===== config.mk =====
export PLATFORM = sky130hd
export DESIGN_NAME = hazard_pipeline_controller_flat
export DESIGN_NICKNAME = d
export VERILOG_FILES = /design/src/rtl/hazard_pipeline_controller_if.sv /design/src/rtl/hazard_pipeline_controller.sv /design/src/flat_wrapper.sv
export SDC_FILE = /design/constraint.sdc
export NUM_CORES = 1
export LEC_CHECK = 0
export ABC_AREA = 1
export BUFFER_PORTS_ARGS = -buffer_cell sky130_fd_sc_hd__buf_2
export CAP_MARGIN = 20
export CELL_PAD_IN_SITES_DETAIL_PLACEMENT = 0
export CELL_PAD_IN_SITES_GLOBAL_PLACEMENT = 2
export CORE_MARGIN = 1.5
export CORE_UTILIZATION = 28
export DETAILED_ROUTE_END_ITERATION = 8
export PLACE_DENSITY = 0.83
export SETUP_SLACK_MARGIN = 0.05
export SYNTH_ARGS = -nofsm -noshare
export SYNTH_HDL_FRONTEND = slang
export SYNTH_SLANG_ARGS = --single-unit

===== constraint.sdc =====
create_clock -name clk -period 1.8 [get_ports clk]
set_input_delay 0.27 -clock clk [delete_from_list [all_inputs] [get_ports clk]]
set_output_delay 0.27 -clock clk [all_outputs]
set_load 0.05 [all_outputs]

===== src/rtl/hazard_pipeline_controller_if.sv =====
// hazard_pipeline_controller_if: front-end hazard bus between fetch/hazard sources and the controller.
interface hazard_pipeline_controller_if #(
    parameter int FPU_CNT_W = 4,
    parameter int PERF_W    = 16
);
    logic [31:0]          i_if_pc;
    logic [31:0]          i_if_instr;
    logic                 i_load_use_stall;
    logic                 i_branch_taken;
    logic                 i_fpu_start;
    logic [FPU_CNT_W-1:0] i_fpu_cycles;
    logic                 o_pc_write_en;
    logic [31:0]          o_if_id_pc;
    logic [31:0]          o_if_id_instr;
    logic                 o_if_id_valid;
    logic                 o_id_ex_bubble;
    logic                 o_pipe_hold;
    logic [PERF_W-1:0]    o_stall_cycles;

    modport master (
        output i_if_pc, i_if_instr, i_load_use_stall, i_branch_taken, i_fpu_start, i_fpu_cycles,
        input  o_pc_write_en, o_if_id_pc, o_if_id_instr, o_if_id_valid, o_id_ex_bubble,
               o_pipe_hold, o_stall_cycles
    );

    modport slave (
        input  i_if_pc, i_if_instr, i_load_use_stall, i_branch_taken, i_fpu_start, i_fpu_cycles,
        output o_pc_write_en, o_if_id_pc, o_if_id_instr, o_if_id_valid, o_id_ex_bubble,
               o_pipe_hold, o_stall_cycles
    );
endinterface


===== src/rtl/hazard_pipeline_controller.sv =====
// hazard_pipeline_controller: applies stall/flush/FPU-hold decisions to PC and the IF/ID register.
module hazard_pipeline_controller #(
    parameter logic [31:0] NOP_INSTR = 32'h00000013,
    parameter int          FPU_CNT_W = 4,
    parameter int          PERF_W    = 16
) (
    input logic                          clk,
    input logic                          rst_n,
    hazard_pipeline_controller_if.slave  bus
);
    typedef enum logic {RUN, FPU_WAIT} state_t;

    state_t               r_state;
    logic [FPU_CNT_W-1:0] r_cnt;
    logic [31:0]          r_pc;
    logic [31:0]          r_instr;
    logic                 r_valid;
    logic [PERF_W-1:0]    r_stall;
    logic                 w_run;
    logic                 w_flush;
    logic                 w_fpu_go;
    logic                 w_stall;
    logic                 w_pc_we;

    // Branch beats an FPU issue, which in turn suppresses a load-use stall.
    always_comb begin
        w_run    = r_state == RUN;
        w_flush  = w_run && bus.i_branch_taken;
        w_fpu_go = w_run && !bus.i_branch_taken && bus.i_fpu_start && bus.i_fpu_cycles != '0;
        w_stall  = w_run && !bus.i_branch_taken && !w_fpu_go && bus.i_load_use_stall;
        w_pc_we  = w_run && !w_stall;
    end

    always_ff @(posedge clk or negedge rst_n) begin
        if (!rst_n) begin
            r_state <= RUN;
            r_cnt   <= '0;
            r_pc    <= '0;
            r_instr <= NOP_INSTR;
            r_valid <= 1'b0;
            r_stall <= '0;
        end else begin
            if (!w_pc_we && r_stall != '1)
                r_stall <= r_stall + 1'b1;
            if (w_flush) begin
                r_pc    <= '0;
                r_instr <= NOP_INSTR;
                r_valid <= 1'b0;
            end else if (w_pc_we) begin
                r_pc    <= bus.i_if_pc;
                r_instr <= bus.i_if_instr;
                r_valid <= 1'b1;
            end
            if (w_fpu_go) begin
                r_state <= FPU_WAIT;
                r_cnt   <= bus.i_fpu_cycles;
            end else if (!w_run) begin
                r_cnt <= r_cnt - 1'b1;
                if (r_cnt == 1)
                    r_state <= RUN;
            end
        end
    end

    assign bus.o_pc_write_en  = w_pc_we;
    assign bus.o_id_ex_bubble = w_flush || w_stall;
    assign bus.o_pipe_hold    = !w_run;
    assign bus.o_if_id_pc     = r_pc;
    assign bus.o_if_id_instr  = r_instr;
    assign bus.o_if_id_valid  = r_valid;
    assign bus.o_stall_cycles = r_stall;
endmodule


===== src/flat_wrapper.sv =====
// flat-port wrapper written by rule: the top's interface ports become plain ports
module hazard_pipeline_controller_flat 
#(
    parameter logic [31:0] NOP_INSTR = 32'h00000013,
    parameter int          FPU_CNT_W = 4,
    parameter int          PERF_W    = 16
)
  (clk, rst_n, bus_i_if_pc, bus_i_if_instr, bus_i_load_use_stall, bus_i_branch_taken, bus_i_fpu_start, bus_i_fpu_cycles, bus_o_pc_write_en, bus_o_if_id_pc, bus_o_if_id_instr, bus_o_if_id_valid, bus_o_id_ex_bubble, bus_o_pipe_hold, bus_o_stall_cycles);
  hazard_pipeline_controller_if #(.FPU_CNT_W(FPU_CNT_W), .PERF_W(PERF_W)) bus_i ();
  input logic clk;
  input logic rst_n;
  input wire logic [$bits(bus_i.i_if_pc)-1:0] bus_i_if_pc;
  input wire logic [$bits(bus_i.i_if_instr)-1:0] bus_i_if_instr;
  input wire logic [$bits(bus_i.i_load_use_stall)-1:0] bus_i_load_use_stall;
  input wire logic [$bits(bus_i.i_branch_taken)-1:0] bus_i_branch_taken;
  input wire logic [$bits(bus_i.i_fpu_start)-1:0] bus_i_fpu_start;
  input wire logic [$bits(bus_i.i_fpu_cycles)-1:0] bus_i_fpu_cycles;
  output wire logic [$bits(bus_i.o_pc_write_en)-1:0] bus_o_pc_write_en;
  output wire logic [$bits(bus_i.o_if_id_pc)-1:0] bus_o_if_id_pc;
  output wire logic [$bits(bus_i.o_if_id_instr)-1:0] bus_o_if_id_instr;
  output wire logic [$bits(bus_i.o_if_id_valid)-1:0] bus_o_if_id_valid;
  output wire logic [$bits(bus_i.o_id_ex_bubble)-1:0] bus_o_id_ex_bubble;
  output wire logic [$bits(bus_i.o_pipe_hold)-1:0] bus_o_pipe_hold;
  output wire logic [$bits(bus_i.o_stall_cycles)-1:0] bus_o_stall_cycles;
  assign bus_i.i_if_pc = bus_i_if_pc;
  assign bus_i.i_if_instr = bus_i_if_instr;
  assign bus_i.i_load_use_stall = bus_i_load_use_stall;
  assign bus_i.i_branch_taken = bus_i_branch_taken;
  assign bus_i.i_fpu_start = bus_i_fpu_start;
  assign bus_i.i_fpu_cycles = bus_i_fpu_cycles;
  assign bus_o_pc_write_en = bus_i.o_pc_write_en;
  assign bus_o_if_id_pc = bus_i.o_if_id_pc;
  assign bus_o_if_id_instr = bus_i.o_if_id_instr;
  assign bus_o_if_id_valid = bus_i.o_if_id_valid;
  assign bus_o_id_ex_bubble = bus_i.o_id_ex_bubble;
  assign bus_o_pipe_hold = bus_i.o_pipe_hold;
  assign bus_o_stall_cycles = bus_i.o_stall_cycles;
  hazard_pipeline_controller #(.NOP_INSTR(NOP_INSTR), .FPU_CNT_W(FPU_CNT_W), .PERF_W(PERF_W)) u_core (.clk(clk), .rst_n(rst_n), .bus(bus_i));
endmodule

==> results.txt <==
----------------------------------------------------
[Timing]
  Max-slew headroom ... 67.8%
  Tcrit/Tclk final ... 93.7%
  Worst Max-Slew Pin Slew ... 0.483 ns
  Setup TNS ... 0 ns
  RSZ-0062 raised after global routing ... yes
  Largest clock skew in the final design ... 0.00404 ns
  Final count of pins violating max slew ... 0
  Achievable frequency ... between 500 and 600 MHz
  Final number of setup-violating endpoints ... 0
  Final period demand of the worst path ... 1.69 ns
  Number of hold violations in the final report ... 0

[Yosys]
  Adder and majority gate portion of the synthesized area ... 0.886%
  Number of cells produced by synthesis ... 478
  Prevailing post-synth register cell ... sky130_fd_sc_hd__dfrtp_1
  Most area-hungry cell type in the Yosys netlist ... sky130_fd_sc_hd__dfrtp_1
  Main combinational cell family by area after synthesis ... simple AND/OR/NAND/NOR gates
  Synth cell types ... 29
  Part of the Yosys area used for sequential elements ... 50.9%
  Mux share of post-synthesis cell area ... 0%
  Share of synthesized flip-flops with an asynchronous set or reset ... 100%
  Total of warnings raised by yosys ... 0
  Number of flops mapped to enable cells by yosys ... 0
  Top post-synthesis cells by count ... sky130_fd_sc_hd__nand2_1 (151), sky130_fd_sc_hd__dfrtp_1 (83), sky130_fd_sc_hd__inv_1 (79)
  Synth Net Count ... 554
  Synthesized-area fraction occupied by ao, oa, aoi and oai cells ... 12.4%
  Simple-gate share of the synthesized area ... 22.1%
  Dominant cell by count in the synthesized netlist ... sky130_fd_sc_hd__nand2_1
  Netlist Area Pre-Place ... 4240 um^2
  Share of Yosys cell area claimed by the top area cell type ... 49.0%
  Xor/xnor cell area share of the yosys netlist ... 1.45%
  Flop and latch count out of synthesis ... 86
  Synth top area cells ... sky130_fd_sc_hd__dfrtp_1 (49%), sky130_fd_sc_hd__nand2_1 (13%), sky130_fd_sc_hd__o21ai_2 (9.5%)
  Synthesized area divided by synthesized cell count ... 8.86 um^2

[Setup path]
  Slowest cell delay on critical path ... approximately 0.42 ns
  Worst setup path class ... register to output port
  Category of the worst setup path launch point ... register
  Slowest cell on the critical path ... sky130_fd_sc_hd__dfrtp_2
  Required time of the worst setup path ... ~1.5 ns
  Cell class contributing the biggest share of worst-path delay ... flip-flops
  Number of buffers and inverters on the critical path ... 3
  Worst endpoint data arrival time ... 1.42 ns
  Reg2Reg Depth ... 7
  Crit path cell chain ... inv_4 > nand2_4 > nor2_4 > nand2_4 > nand2_8 > nand2_8 > inv_6 > buf_8
  Logic depth of the worst path, buffers included ... 8
  Worst-path maximum fanout ... 3
  Crit. End Element ... output port

[Die]
  Placement Rows ... 44
  Die Area ... 15900 um^2
  Top-level I/O count ... 157
  Floorplan die height ... between 100 and 150 um
  Die Wd ... around 130 um
  Initial standard-cell utilization of the core ... 28.9%
  Placeable core region ... approximately 15000 um^2

[Min path]
  Class of the worst hold path ... input pin to register
  Hold Path Depth ... 3

[Drt]
  Number of DRC violations after detailed routing ... 2
  Drt pass-1 iters ... 8
  Number of vias per cell ... 4.30
  Post-Route WL ... 10.9 mm
  Routed len/inst ... around 13 um
  Residual antenna-violating net count after detailed routing ... 0
  Via count ... 3616
  Initial DRC Count ... 114

[Global route]
  Wire length of the first global-routing pass ... 18.1 mm
  Number of antenna violations at the first check in global routing ... 1
  Total grt overflow ... 0
  Largest net degree at the start of global routing ... 87
  Overall routing resource usage ... about 14%
  Via count of the first global-routing pass ... roughly 3.6k

[Final layout]
  Area Overhead vs Synth ... 33.1%
  Core occupancy in the finished layout ... around two fifths
  Fraction of final layout cells sized beyond drive strength 1 ... 39.9%
  Net count of the finished layout ... 728
  # diodes ... 0

[Clocking]
  TritonCTS Buffers ... 9
  Worst skew pair latency ... between 0.3 and 0.4 ns
  Depth of the CTS H-tree ... 3
  Buffer cell driving the clock tree root ... sky130_fd_sc_hd__clkbuf_16
  Clock tree buffer depth ... 2
  CTS tree ... done
  Sink count of the clock tree ... 86
  Clock input transition at the sequential cells of the worst setup and hold paths ... about 0.060 ns

[Place]
  Port bufs ... 156
  HPWL after detailed placement ... 7.63 mm
  Global placer's final weighted congestion ... 0.765

[Power and ir drop]
  Leakage power ... 3.13 nW
  Post-route total power ... 0.0102 W
  Worst IR Drop VDD ... 0.720 mV
  Power density cells ... 1810 nW/um^2

[Run status]
  Violations in the final reports ... design-rule violations
  Run status ... complete, but fails checks

[Run]
  Reported max-cap violation count ... 0

----------------------------------------------------
[area by class of cell]
type / instances / area (um^2)
Clock buffer: 14 / 244
Clock inverter: 2 / 35.0
Fill cell: 1566 / 9000
Inverter: 81 / 312
Multi-Input combinational cell: 295 / 1620
Sequential cell: 86 / 2160
Tap cell: 184 / 230
Timing Repair Buffer: 179 / 1030
[power breakdown]
group          switching [W]  total (W)  internal, W
combinational        0.00391    0.00534      0.00144
sequential          0.000433    0.00306      0.00263
clock               0.000742    0.00182      0.00108
total                0.00508     0.0102      0.00515
[layer usage]
metal | global-route usage, % | wire length (um) | part of all wire, % | vias up
met5 | 0 | 10 | 0.092 | -
met4 | 4.94 | 181 | 1.7 | 2
met3 | 5.44 | 796 | 7.3 | 15
met2 | 23.3 | 5100 | 47 | 104
met1 | 17.7 | 4770 | 44 | 1691
li1 | - | - | - | 1804
[flip-flops by register name (all words and copies together), names as in the netlist]
| signal | cells |
|---|---|
| u_core.bus.o_if_id_instr | 32 |
| u_core.bus.o_if_id_pc | 32 |
| u_core.bus.o_stall_cycles | 16 |
| u_core.r_cnt | 4 |
| u_core.bus.o_if_id_valid | 1 |
| u_core.bus.o_pipe_hold | 1 |
[kinds of logic after synthesis]
| logic type | count (synthesis) |
|---|---|
| AND/OR/NAND/NOR | 215 |
| flip-flops | 86 |
| AO/OA/AOI/OAI | 70 |
| XOR/XNOR | 7 |
| buffers and inverters | 97 |
| adder cells (fa/ha/maj) | 3 |
[worst register-to-register path, delay by kind of cell (launching register included)]
kind	cells	cell delay [ns]
flops	1	0.42
fa+ha+maj	1	0.17
simple gates	6	0.93
[final timing paths]
kind                                              startpoint                       endpoint  slack [ns]
worst max-delay path                  u_core.bus.o_pipe_hold              bus_o_pc_write_en        0.11
worst min-delay path                      bus_i_if_instr[14]   u_core.bus.o_if_id_instr[14]        0.16
worst max register to register  u_core.bus.o_stall_cycles[0]   u_core.bus.o_stall_cycles[6]        0.21
worst min register to register      u_core.bus.o_if_id_valid       u_core.bus.o_if_id_valid        0.47
max in group asynchronous                              rst_n         u_core.bus.o_pipe_hold        0.91
min in group asynchronous                              rst_n  u_core.bus.o_stall_cycles[10]        0.50
[timing repair]
| item | 4_1_cts | 5_1_grt |
|---|---|---|
| setup buffers | 6 | 1 |
| endpoints found under the setup margin | 2 | 16 |
| hold endpoints to repair | 59 | 0 |
| pin swaps | 5 | 4 |
| hold buffers | 1 | 0 |
| resized for setup | 11 | 1 |
[through the flow]
| step | hold WS (ns) | setup slack [ns] | instances | cell area, um^2 |
|---|---|---|---|---|
| CTS | 0.143 | 0.0482 | 840 | 5620 |
| global route | 0.148 | 0.0350 | 841 | 5640 |
| detailed placement | 0.359 | 0.153 | 817 | 5240 |
| floorplan | -0.0256 | 0.0511 | 478 | 4260 |
| finish | 0.161 | 0.113 | 841 | 5640 |
| global placement | 0.351 | 0.171 | 817 | 5240 |
[cells in the final DEF, fill, tap and decap left out, drive strengths merged, types with 4 or more instances in the layout]
master,instances
dfrtp,83
xnor2,4
clkbuf,14
nand4,5
nand3,20
buf,178
o21ai,68
nand2,157
inv,81
nor2,31
Power figures use the tool's default switching activity.
